### config.mk
export PLATFORM = sky130hd
export DESIGN_NAME = mem_arbiter
export DESIGN_NICKNAME = d
export VERILOG_FILES = /design/src/rtl/mem_arbiter.sv
export SDC_FILE = /design/constraint.sdc
export NUM_CORES = 1
export LEC_CHECK = 0
export BUFFER_PORTS_ARGS = -buffer_cell sky130_fd_sc_hd__buf_4
export CAP_MARGIN = 10
export CORE_AREA = 2 2 342 344
export DETAILED_ROUTE_END_ITERATION = 16
export DIE_AREA = 0 0 344 346
export GPL_ROUTABILITY_DRIVEN = 0
export PLACE_DENSITY = 0.3
export RECOVER_POWER = 100
export SETUP_SLACK_MARGIN = 0.05
export SYNTH_ARGS = -nofsm -noshare
export SYNTH_HDL_FRONTEND = slang
export SYNTH_SLANG_ARGS = --single-unit
### constraint.sdc
create_clock -name clk -period 2.8 [get_ports clk]
set_clock_uncertainty 0.05 [all_clocks]
set_input_delay 0.14 -clock clk [delete_from_list [all_inputs] [get_ports clk]]
set_output_delay 0.14 -clock clk [all_outputs]
set_load 0.1 [all_outputs]
### src/rtl/mem_arbiter.sv
// rtl/mem_arbiter.sv - round-robin merge of icache/dcache line requests onto one memory port
// One transaction in flight; the response is routed back to the cache that won arbitration.
module mem_arbiter #(
  parameter int ADDR_W = 32,
  parameter int DATA_W = 128
) (
  input  logic              clk,
  input  logic              reset,
  input  logic              ic_req_valid,
  output logic              ic_req_ready,
  input  logic [ADDR_W-1:0] ic_req_addr,
  input  logic              ic_req_rw,
  input  logic [DATA_W-1:0] ic_req_wdata,
  output logic              ic_resp_valid,
  output logic [DATA_W-1:0] ic_resp_data,
  input  logic              dc_req_valid,
  output logic              dc_req_ready,
  input  logic [ADDR_W-1:0] dc_req_addr,
  input  logic              dc_req_rw,
  input  logic [DATA_W-1:0] dc_req_wdata,
  output logic              dc_resp_valid,
  output logic [DATA_W-1:0] dc_resp_data,
  output logic              mem_req_valid,
  input  logic              mem_req_ready,
  output logic [ADDR_W-1:0] mem_req_addr,
  output logic              mem_req_rw,
  output logic [DATA_W-1:0] mem_req_wdata,
  input  logic              mem_resp_valid,
  input  logic [DATA_W-1:0] mem_resp_data,
  output logic              err_spurious
);

  typedef enum logic [1:0] {
    IDLE  = 2'd0,
    ISSUE = 2'd1,
    WAIT  = 2'd2
  } state_t;

  localparam logic SRC_IC = 1'b0;
  localparam logic SRC_DC = 1'b1;

  state_t            state;
  logic              owner;
  logic              last_grant;
  logic [DATA_W-1:0] resp_data;
  logic              grant_ic;
  logic              grant_dc;

  // On a tie the requester that did not win last time goes first.
  always_comb begin
    grant_dc = 1'b0;
    grant_ic = 1'b0;
    grant_dc = dc_req_valid && (!ic_req_valid || last_grant == SRC_IC);
    grant_ic = ic_req_valid && !grant_dc;
  end

  assign ic_req_ready = reset && (state == IDLE) && grant_ic;
  assign dc_req_ready = reset && (state == IDLE) && grant_dc;
  assign ic_resp_data = resp_data;
  assign dc_resp_data = resp_data;

  always_ff @(posedge clk) begin
    if (!reset) begin
      state         <= IDLE;
      owner         <= SRC_IC;
      last_grant    <= SRC_IC;
      mem_req_valid <= 1'b0;
      mem_req_addr  <= '0;
      mem_req_rw    <= 1'b0;
      mem_req_wdata <= '0;
      ic_resp_valid <= 1'b0;
      dc_resp_valid <= 1'b0;
      resp_data     <= '0;
      err_spurious  <= 1'b0;
    end else begin
      ic_resp_valid <= 1'b0;
      dc_resp_valid <= 1'b0;
      if (mem_resp_valid && state != WAIT)
        err_spurious <= 1'b1;
      case (state)
        IDLE: begin
          if (grant_ic || grant_dc) begin
            mem_req_addr  <= grant_dc ? dc_req_addr  : ic_req_addr;
            mem_req_rw    <= grant_dc ? dc_req_rw    : ic_req_rw;
            mem_req_wdata <= grant_dc ? dc_req_wdata : ic_req_wdata;
            owner         <= grant_dc;
            last_grant    <= grant_dc;
            mem_req_valid <= 1'b1;
            state         <= ISSUE;
          end
        end
        ISSUE: begin
          if (mem_req_ready) begin
            mem_req_valid <= 1'b0;
            state         <= WAIT;
          end
        end
        WAIT: begin
          if (mem_resp_valid) begin
            resp_data <= mem_resp_data;
            if (owner == SRC_DC)
              dc_resp_valid <= 1'b1;
            else
              ic_resp_valid <= 1'b1;
            state <= IDLE;
          end
        end
        default: state <= IDLE;
      endcase
    end
  end

endmodule

==> results of run 1 <==
[power by group through the flow]
stage                     clock (mW)  sequential (mW)  combinational, mW
after floorplan                    0             6.98               1.35
after global placement             0             4.84               5.10
after detailed placement           0             4.84               5.12
after CTS                       5.49             4.75               5.85
after global routing            5.64             4.78               5.75
final                           5.22             4.74               5.48
[synth_stat cells]
cell                         n  area (sq um)
sky130_fd_sc_hd__o22a_1      1          8.76
sky130_fd_sc_hd__and4_1      1          8.76
sky130_fd_sc_hd__a311oi_1   72           631
sky130_fd_sc_hd__a21oi_1   292          1460
sky130_fd_sc_hd__buf_6      10           113
sky130_fd_sc_hd__clkbuf_1   72           270
sky130_fd_sc_hd__a21bo_2     1          10.0
sky130_fd_sc_hd__nor2_1      3          11.3
sky130_fd_sc_hd__and2_1      1          6.26
sky130_fd_sc_hd__buf_2      61           305
sky130_fd_sc_hd__and3_1      2          12.5
sky130_fd_sc_hd__a21boi_1    1          7.51
sky130_fd_sc_hd__or2_1       1          6.26
sky130_fd_sc_hd__nand3b_1    1          7.51
sky130_fd_sc_hd__buf_4     135          1010
sky130_fd_sc_hd__o21ai_0     1          5.00
sky130_fd_sc_hd__nor2_4      1          11.3
sky130_fd_sc_hd__a311oi_2   90          1350
sky130_fd_sc_hd__nand2_1   580          2180
sky130_fd_sc_hd__and3b_1     1          8.76
sky130_fd_sc_hd__dfxtp_1   296          5930
sky130_fd_sc_hd__nor4b_1     1          8.76
sky130_fd_sc_hd__nand2b_1    1          6.26
sky130_fd_sc_hd__inv_2       1          3.75
sky130_fd_sc_hd__nor3_1      1          5.00
[sequential cells by signal, indices dropped and copies added (netlist names)]
| signal | cells |
|---|---|
| mem_req_rw | 1 |
| dc_resp_valid | 1 |
| last_grant | 1 |
| mem_req_wdata | 128 |
| dc_resp_data | 128 |
| err_spurious | 1 |
| mem_req_valid | 1 |
| mem_req_addr | 32 |
| ic_resp_valid | 1 |
| state | 2 |
[kinds of logic after synthesis]
kind of cell / Yosys count
AO/OA/AOI/OAI: 458
AND/OR/NAND/NOR: 594
flip-flops: 296
buffers and inverters: 279
[repair_timing]
item,in CTS,in global routing
hold buffers,455,0
pin swaps,1,0
hold endpoints to repair,295,0
endpoints found under the setup margin,1,1
setup buffers,1,0
gates resized for setup,0,1
[area by class of cell]
cell class,instances,area share
timing repair buffer,1389,0.408
sequential,296,0.237
inverter,1,0.000451
clock inverter,8,0.00360
tap,1524,0.0763
multi-input combinational,1052,0.226
clock buffer,60,0.0479
antenna,6,0.000601
[layout by cell type, fill, tap and decap left out, drive strengths merged]
cell         count
a21bo            1
diode            6
a311oi         162
clkinv           6
nor2             4
and2             1
inv              1
and3             2
nand3b           1
nor3             1
nand2b           1
o21ai            1
and3b            1
or2              1
dlygate4sd3    455
a21boi           1
a21oi          292
dfxtp          296
nor4b            1
and4             1
bufinv           2
nand2          580
clkbuf         487
buf            507
o22a             1
[metrics by stage]
step	util	total power [mW]
after global routing	0.217	16.2
after CTS	0.231	16.1
after detailed placement	0.181	9.96
after floorplan	-	8.33
final	0.217	15.4
after global placement	0.181	9.94
[worst min path at each step]
stage	to	slack [ns]	cells past startpoint
detailed placement	dc_resp_data[85]$_SDFFE_PN0P_	0.35	3
CTS	dc_resp_data[69]$_SDFFE_PN0P_	0.25	4
floorplan	last_grant$_SDFFE_PN0P_	0.21	1
global placement	dc_resp_data[105]$_SDFFE_PN0P_	0.34	3
finish	dc_resp_data[12]$_SDFFE_PN0P_	0.32	4
global route	dc_resp_data[96]$_SDFFE_PN0P_	0.29	4
[worst register-to-register path: stages (launching register included)]
cell,delay (ns)
sky130_fd_sc_hd__dfxtp_1,0.38
sky130_fd_sc_hd__nor2_4,0.32
sky130_fd_sc_hd__buf_12,0.36
sky130_fd_sc_hd__buf_4,0.42
sky130_fd_sc_hd__a21oi_1,0.10
sky130_fd_sc_hd__a311oi_1,0.29
sky130_fd_sc_hd__dlygate4sd3_1,0.61
[per-layer routing]
| metal | vias up | GRT usage | wire length, um |
|---|---|---|---|
| li1 | 7796 | - | - |
| met1 | 7907 | 0.146 | 32000 |
| met2 | 660 | 0.235 | 41100 |
| met3 | 99 | 0.0433 | 6810 |
| met4 | 6 | 0.0329 | 1970 |
| met5 | - | 0 | 37 |
==> summary by stage, run 1 <==
Yosys
The sequential-to-total area share from yosys stat is 0.443. Measured against the total synthesized area, the mux share comes to 0. The xor/xnor share of the synthesized area is 0.

The post-synthesis adder-cell area fraction is 0. The synthesized netlist occupies a cell area of 13400 sq um. Synthesis handed over a netlist of 1627 instances.

The synthesized netlist net count is 2083. The mean post-synth cell area is 8.22 sq um. The combinational family with the most area after synthesis is compound AO/OA/AOI/OAI gates. After synthesis the netlist holds a flip-flop and latch count of 296. Counting distinct cell types in the post-synthesis netlist gives 25. The simple-gate portion of the synthesized area is 0.170. The synthesized-area fraction occupied by ao, oa, aoi and oai cells is 0.260. The warning count from the yosys run is 0.

Outcome
The flow ran to the end, but the final reports show violations. The checks that failed: max-capacitance violations, max-slew violations.

Critical path
The endpoint of the worst setup timing path is mem_req_addr[0]$_SDFFE_PN0P_. The signal on the critical path passes through nor2_4, buf_12, buf_4, a21oi_1, a311oi_1, dlygate4sd3_1. The worst setup path is launched from a register.

Data on the critical path is required at its endpoint by 3.25 ns. The standard cell with the maximum stage delay on the critical path is sky130_fd_sc_hd__dlygate4sd3_1. The delay of the slowest cell on the worst path is 0.61 ns. The setup check on the worst reg-to-reg path leaves a slack of 0.22 ns. The timing startpoint of the critical path is state[1]$_SDFFE_PN0P_. The endpoint kind of the worst setup timing path is a register.

The critical path contains buffers and inverters numbering 3 combined. The peak fanout along the critical path is 69. The critical path arrival is 3.03 ns. The start of the worst register-to-register path is state[1]$_SDFFE_PN0P_.

The number of cells on the worst reg-to-reg path is 6. The family of cells with the greatest summed delay on the critical path is buffers and inverters. The instance count on the critical path is 6. The worst register-to-register path ends at mem_req_addr[0]$_SDFFE_PN0P_. The type of the worst setup path is reg -> reg.

Power and ir drop
Of the total power, registers draw 0.307. Summed over all cells, the static leakage comes to 9.81 nW. The switching share of total power is 0.401. The relative contribution of the clock network to total power is 0.338. The worst vdd rail ir drop is 312 uV.

The net load switching power is 6.19 mW. Internal power comes to 9.25 mW. For this design the ratio of total power to cell area is 618 nW/um^2. The combinational group share of total power is 0.355.

Hold path
The worst hold path begins at mem_resp_data[12]. The kind of path behind the tightest hold check is in -> reg.

Layout
Fill cells in the final layout number 13300. Leaving out filler cells and counting taps, the final layout contains 4336. The layout net count is 3237. The post-route cell area is 25000 sq um. In the final layout, flip-flops and latches occupy 5930 sq um. In the final layout, the share of cells above drive strength 1 is 0.231.

Summing all multi-input logic gate instances after layout gives 5640 sq um. The area added between synthesis and finish is 86.8%.

Floorplanning
The chip height is 346 um. The horizontal die dimension is 344 um. After floorplanning, the core was sized to cover 115000 sq um. The total number of placement rows is 125.

The die covers 119000 sq um. For this design the top-level I/O count stands at 879. The initial cell density of the core is 0.116.

STA
The accumulated negative setup slack is 0 ns. The max-slew violation count is 1. The post-layout worst setup margin is 0.224 ns. The final count of negative-setup-slack endpoints is 0.

The count of final hold-check violations was 0. At the pin with the least slew margin, the transition time is 1.51 ns. The smallest hold slack is 0.323 ns. The share of the clock period used by the worst path is 0.920.

The maximum clock frequency is 0.388 GHz. Setup repair after global routing left no endpoint under its margin. The max-slew headroom at the worst pin is -0.00103.

The worst path needs 2.58 ns of the cycle, external delays included.

Route
For this block, the via count after detailed routing is 16500. The number of DRC violations after detailed routing is 0. The final layout contains routed wiring with a total length of 81.8 mm. Dividing the detail-routed wire length by the instance count gives 18.9 um.

The detailed-router iteration count before antenna repair is 5. The detail route stage leaves a number of antenna-violating nets equal to 0. The routed via count divided by cell count is 3.80.

The number of violations reported at the end of detailed-routing iteration 0 is 669.

Clock network
The clock passes through at most 3 buffers. The cell sitting at the root of the clock tree is a sky130_fd_sc_hd__clkbuf_16. The clock latency of the later-clocked register in the worst-skew pair is 0.56 ns. TritonCTS built the clock tree. The number of clock buffers added by TritonCTS is 41. The number of levels the H-tree was split into is 2. The post-CTS clock slew at the launch and capture registers of the worst setup and hold paths is 0.06 ns. The clock sink count is 296.

Place
Prior to clock tree synthesis, the placed netlist has a worst setup slack of 0.611 ns. After legalization and detailed placement, the total HPWL measured 61.9 mm. The placed instances occupy a cell area of 20800 sq um.

The placed instance count is 3806. The count of buffers inserted at the top-level ports is 878.

GRT
The maximum number of pins on one net before global-route repair is 100. The number of global-route vias before repair is 17300. The initial antenna violation count is 15. The global route total overflow is 0. The first global-routing pass estimated 116 mm of wire.

The overall track demand over capacity in global routing is 0.131.

Job
The count of maximum capacitance violations is 1.
No activity file was read; power rests on OpenSTA's default activity.
==> inputs of run 2 (changes only) <==
Settings changed: CORE_AREA 2 2 342 344 to 2 2 340 342, DIE_AREA 0 0 344 346 to 0 0 342 344.
==> summary by stage, run 2 (same netlist as run 1, synthesis figures left out) <==
STA
The accumulated negative setup slack is 0 ns (unchanged). The final critical-path required period is 2.55 ns (was 2.58 ns). The share of the clock period used by the worst path is 0.909 (was 0.920). The smallest hold slack came to 0.313 ns (was 0.323 ns). Unrepaired setup endpoints after global routing: false (unchanged). The max-slew headroom at the worst pin is -0.00419 (was -0.00103).

The slew at the pin with the worst max-slew slack is 1.51 ns (about the same). The max-slew violation count is 1 (unchanged). The count of final hold-check violations came to 0 (unchanged). The maximum clock frequency is 0.393 GHz (was 0.388 GHz).

The final count of negative-setup-slack endpoints came to 0 (unchanged).

Job
The count of maximum capacitance violations is 1 (unchanged).

Critical path
The family of cells with the greatest summed delay on the critical path is buffers and inverters (unchanged). The setup slack of the worst register-to-register path is 0.25 ns (was 0.22 ns). The endpoint kind of the worst setup timing path was a register (unchanged). The buffers plus inverters on the worst setup path is 5 (was 3). The startpoint type of the worst setup path was a primary input (was register). Series of cell instances along the critical path: dlygate4sd3_1, clkbuf_1, inv_8, clkbuf_2, a311oi_1, dlygate4sd3_1 (was nor2_4, buf_12, buf_4, a21oi_1, a311oi_1, dlygate4sd3_1). In this design, the critical path's most frequently occurring cell is sky130_fd_sc_hd__dlygate4sd3_1.

The critical path data required time came to 3.21 ns (was 3.25 ns). The start of the worst register-to-register path is last_grant$_SDFFE_PN0P_ (was state[1]$_SDFFE_PN0P_). The endpoint of the worst setup timing path is mem_req_wdata[119]$_SDFFE_PN0P_ (was mem_req_addr[0]$_SDFFE_PN0P_).

The number of cells on the worst reg-to-reg path is 6 (unchanged). The type of the worst setup path is in -> reg (was reg -> reg). The delay of the slowest cell on the worst path was 0.66 ns (was 0.61 ns). The terminus of the critical flop-to-flop path is mem_req_wdata[125]$_SDFFE_PN0P_ (was mem_req_addr[0]$_SDFFE_PN0P_). The timing startpoint of the critical path is reset (was state[1]$_SDFFE_PN0P_). The peak fanout along the critical path is 103 (was 69). The critical path arrival was 2.96 ns (was 3.03 ns). The standard cell with the maximum stage delay on the critical path is sky130_fd_sc_hd__inv_8 (was sky130_fd_sc_hd__dlygate4sd3_1). The instance count on the critical path is 6 (unchanged).

Clock network
The number of levels the H-tree was split into was 2 (unchanged). The post-CTS clock slew at the launch and capture registers of the worst setup and hold paths is 0.06 ns (about the same). The clock latency of the later-clocked register in the worst-skew pair is 0.58 ns (was 0.56 ns). The number of clock buffers inserted by TritonCTS is 42 (was 41). The clock root buffer is sky130_fd_sc_hd__clkbuf_16 (unchanged).

The number of buffers between clock root and the deepest sink is 3 (unchanged). The clock tree from TritonCTS was done (unchanged). The clock sink count is 296 (unchanged). The quantity of gates resized following cts is 0 (unchanged).

Hold path
The kind of path behind the tightest hold check was in -> reg (unchanged). The critical hold path startpoint is mem_resp_data[3] (was mem_resp_data[12]).

Place
The post-DP HPWL was 57.9 mm (was 61.9 mm). The count of buffers inserted at the top-level ports is 878 (unchanged).

GRT
The overall track demand over capacity in global routing was 0.125 (was 0.131). The wire length of the first global-routing pass is 110 mm (was 116 mm). The initial antenna violation count is 12 (was 15). The global route total overflow is 0 (unchanged). The number of global-route vias before repair was 17000 (was 17300). The maximum number of pins on one net before global-route repair came to 104 (was 100).

Route
The overall via count from detail_route is 16200 (was 16500). The number of violations reported at the end of detailed-routing iteration 0 came to 504 (was 669). The detailed-router iteration count before antenna repair is 5 (unchanged). The post-detailed-route count of antenna-violating nets was 0 (unchanged). The wire length after detailed routing is 78.1 mm (was 81.8 mm).

The routed via count divided by cell count is 3.75 (was 3.80). The final routed wire length divided by cell count was 18.1 um (was 18.9 um). The number of DRC violations after detailed routing came to 0 (unchanged).

Layout
The post-route core utilization is 0.218 (was 0.217). The fraction of final layout cells with drive strength greater than 1 is 0.216 (was 0.231). The area added between synthesis and finish is 85.4% (was 86.8%).

The most common cell after layout, fill and taps aside is sky130_fd_sc_hd__nand2_1 (unchanged). Most frequent cells in the layout: sky130_fd_sc_hd__nand2_1 (580), sky130_fd_sc_hd__buf_4 (474), sky130_fd_sc_hd__dlygate4sd3_1 (457) (was sky130_fd_sc_hd__nand2_1 (580), sky130_fd_sc_hd__buf_4 (488), sky130_fd_sc_hd__dlygate4sd3_1 (455)). The layout net count is 3230 (was 3237). The number of fill cells in the layout is 13300 (about the same).

Floorplanning
The chip height is 344 um (was 346 um). The horizontal die dimension was 342 um (was 344 um). The area inside the core boundary is 114000 sq um (was 115000 sq um). The total number of placement rows is 124 (was 125). The floorplan die area was 118000 sq um (was 119000 sq um).

The initial cell density of the core is 0.117 (was 0.116). The total I/O pin count came to 879 (unchanged).

Outcome
Run status: finished, violations left (unchanged). Violated checks: max-capacitance violations, max-slew violations (unchanged).

Power and ir drop
The worst vdd rail ir drop is 345 uV (was 312 uV). The cell area power density came to 625 nW/um^2 (was 618 nW/um^2). The post-layout total power is 15.5 mW (was 15.4 mW). The static power due to leakage is 9.77 nW (was 9.81 nW).
## run 2: changes by cell type in the layout (fill, tap and decap cells not counted), sizes merged
cell / change
diode: -1
bufinv: -1
dlygate4sd3: +2
buf: -13
clkbuf: +12
## run 2: how the worst min path moves through the flow
stage | end | slack, ns | depth (start not counted)
global placement | dc_resp_data[20]$_SDFFE_PN0P_ | 0.34 | 3
global route | dc_resp_data[74]$_SDFFE_PN0P_ | 0.28 | 4
CTS | dc_resp_data[65]$_SDFFE_PN0P_ | 0.25 | 4
detailed placement | dc_resp_data[87]$_SDFFE_PN0P_ | 0.35 | 3
floorplan | last_grant$_SDFFE_PN0P_ | 0.21 | 1
finish | dc_resp_data[3]$_SDFFE_PN0P_ | 0.31 | 4
## run 2: per-stage QoR
| step | cell area, sq um | setup slack [ns] | instances |
|---|---|---|---|
| 6_report | 24800 | 0.255 | 4323 |
| 5_1_grt | 24800 | 0.0900 | 4322 |
| 4_1_cts | 26700 | 0.215 | 4318 |
| 3_5_place_dp | 20800 | 0.883 | 3785 |
| 3_3_place_gp | 20800 | 0.932 | 3785 |
| 2_1_floorplan | 13400 | 0.847 | 1627 |
## run 2: per-layer routing
metal	track usage	part of all wire	routed length [um]
met2	0.224	0.50	38800
met5	0	0.00036	28
met1	0.140	0.39	30500
met4	0.0308	0.023	1760
met3	0.0446	0.089	6980
## run 2: timing repair
| action | CTS | global route |
|---|---|---|
| hold buffers | 457 | 0 |
| endpoints found under the hold margin | 295 | 0 |
| setup buffers | 0 | 0 |
## run 2: tightest hold or removal path: cells and delay by family
kind	cells	cell delay, ns
simple gates	1	0.04
compound gates	1	0.11
buf+inv	2	0.62
## run 2: area by class of cell
class | count | area (sq um) | share of cell area
Multi-Input combinational cell | 1052 | 5440 | 0.219
Inverter | 1 | 11.3 | 0.000454
Clock inverter | 7 | 60.1 | 0.00242
Timing Repair Buffer | 1381 | 10100 | 0.409
Clock buffer | 69 | 1320 | 0.0531
Antenna cell | 5 | 12.5 | 0.000504
Tap cell | 1512 | 1890 | 0.0763
Sequential cell | 296 | 5930 | 0.239
## run 2: where the power goes
part           internal (mW)  leakage [nW]  switching, mW  total, mW
sequential              4.53          2.43          0.199       4.73
combinational           1.56          6.66           3.79       5.35
clock                   3.28         0.681           2.13       5.41
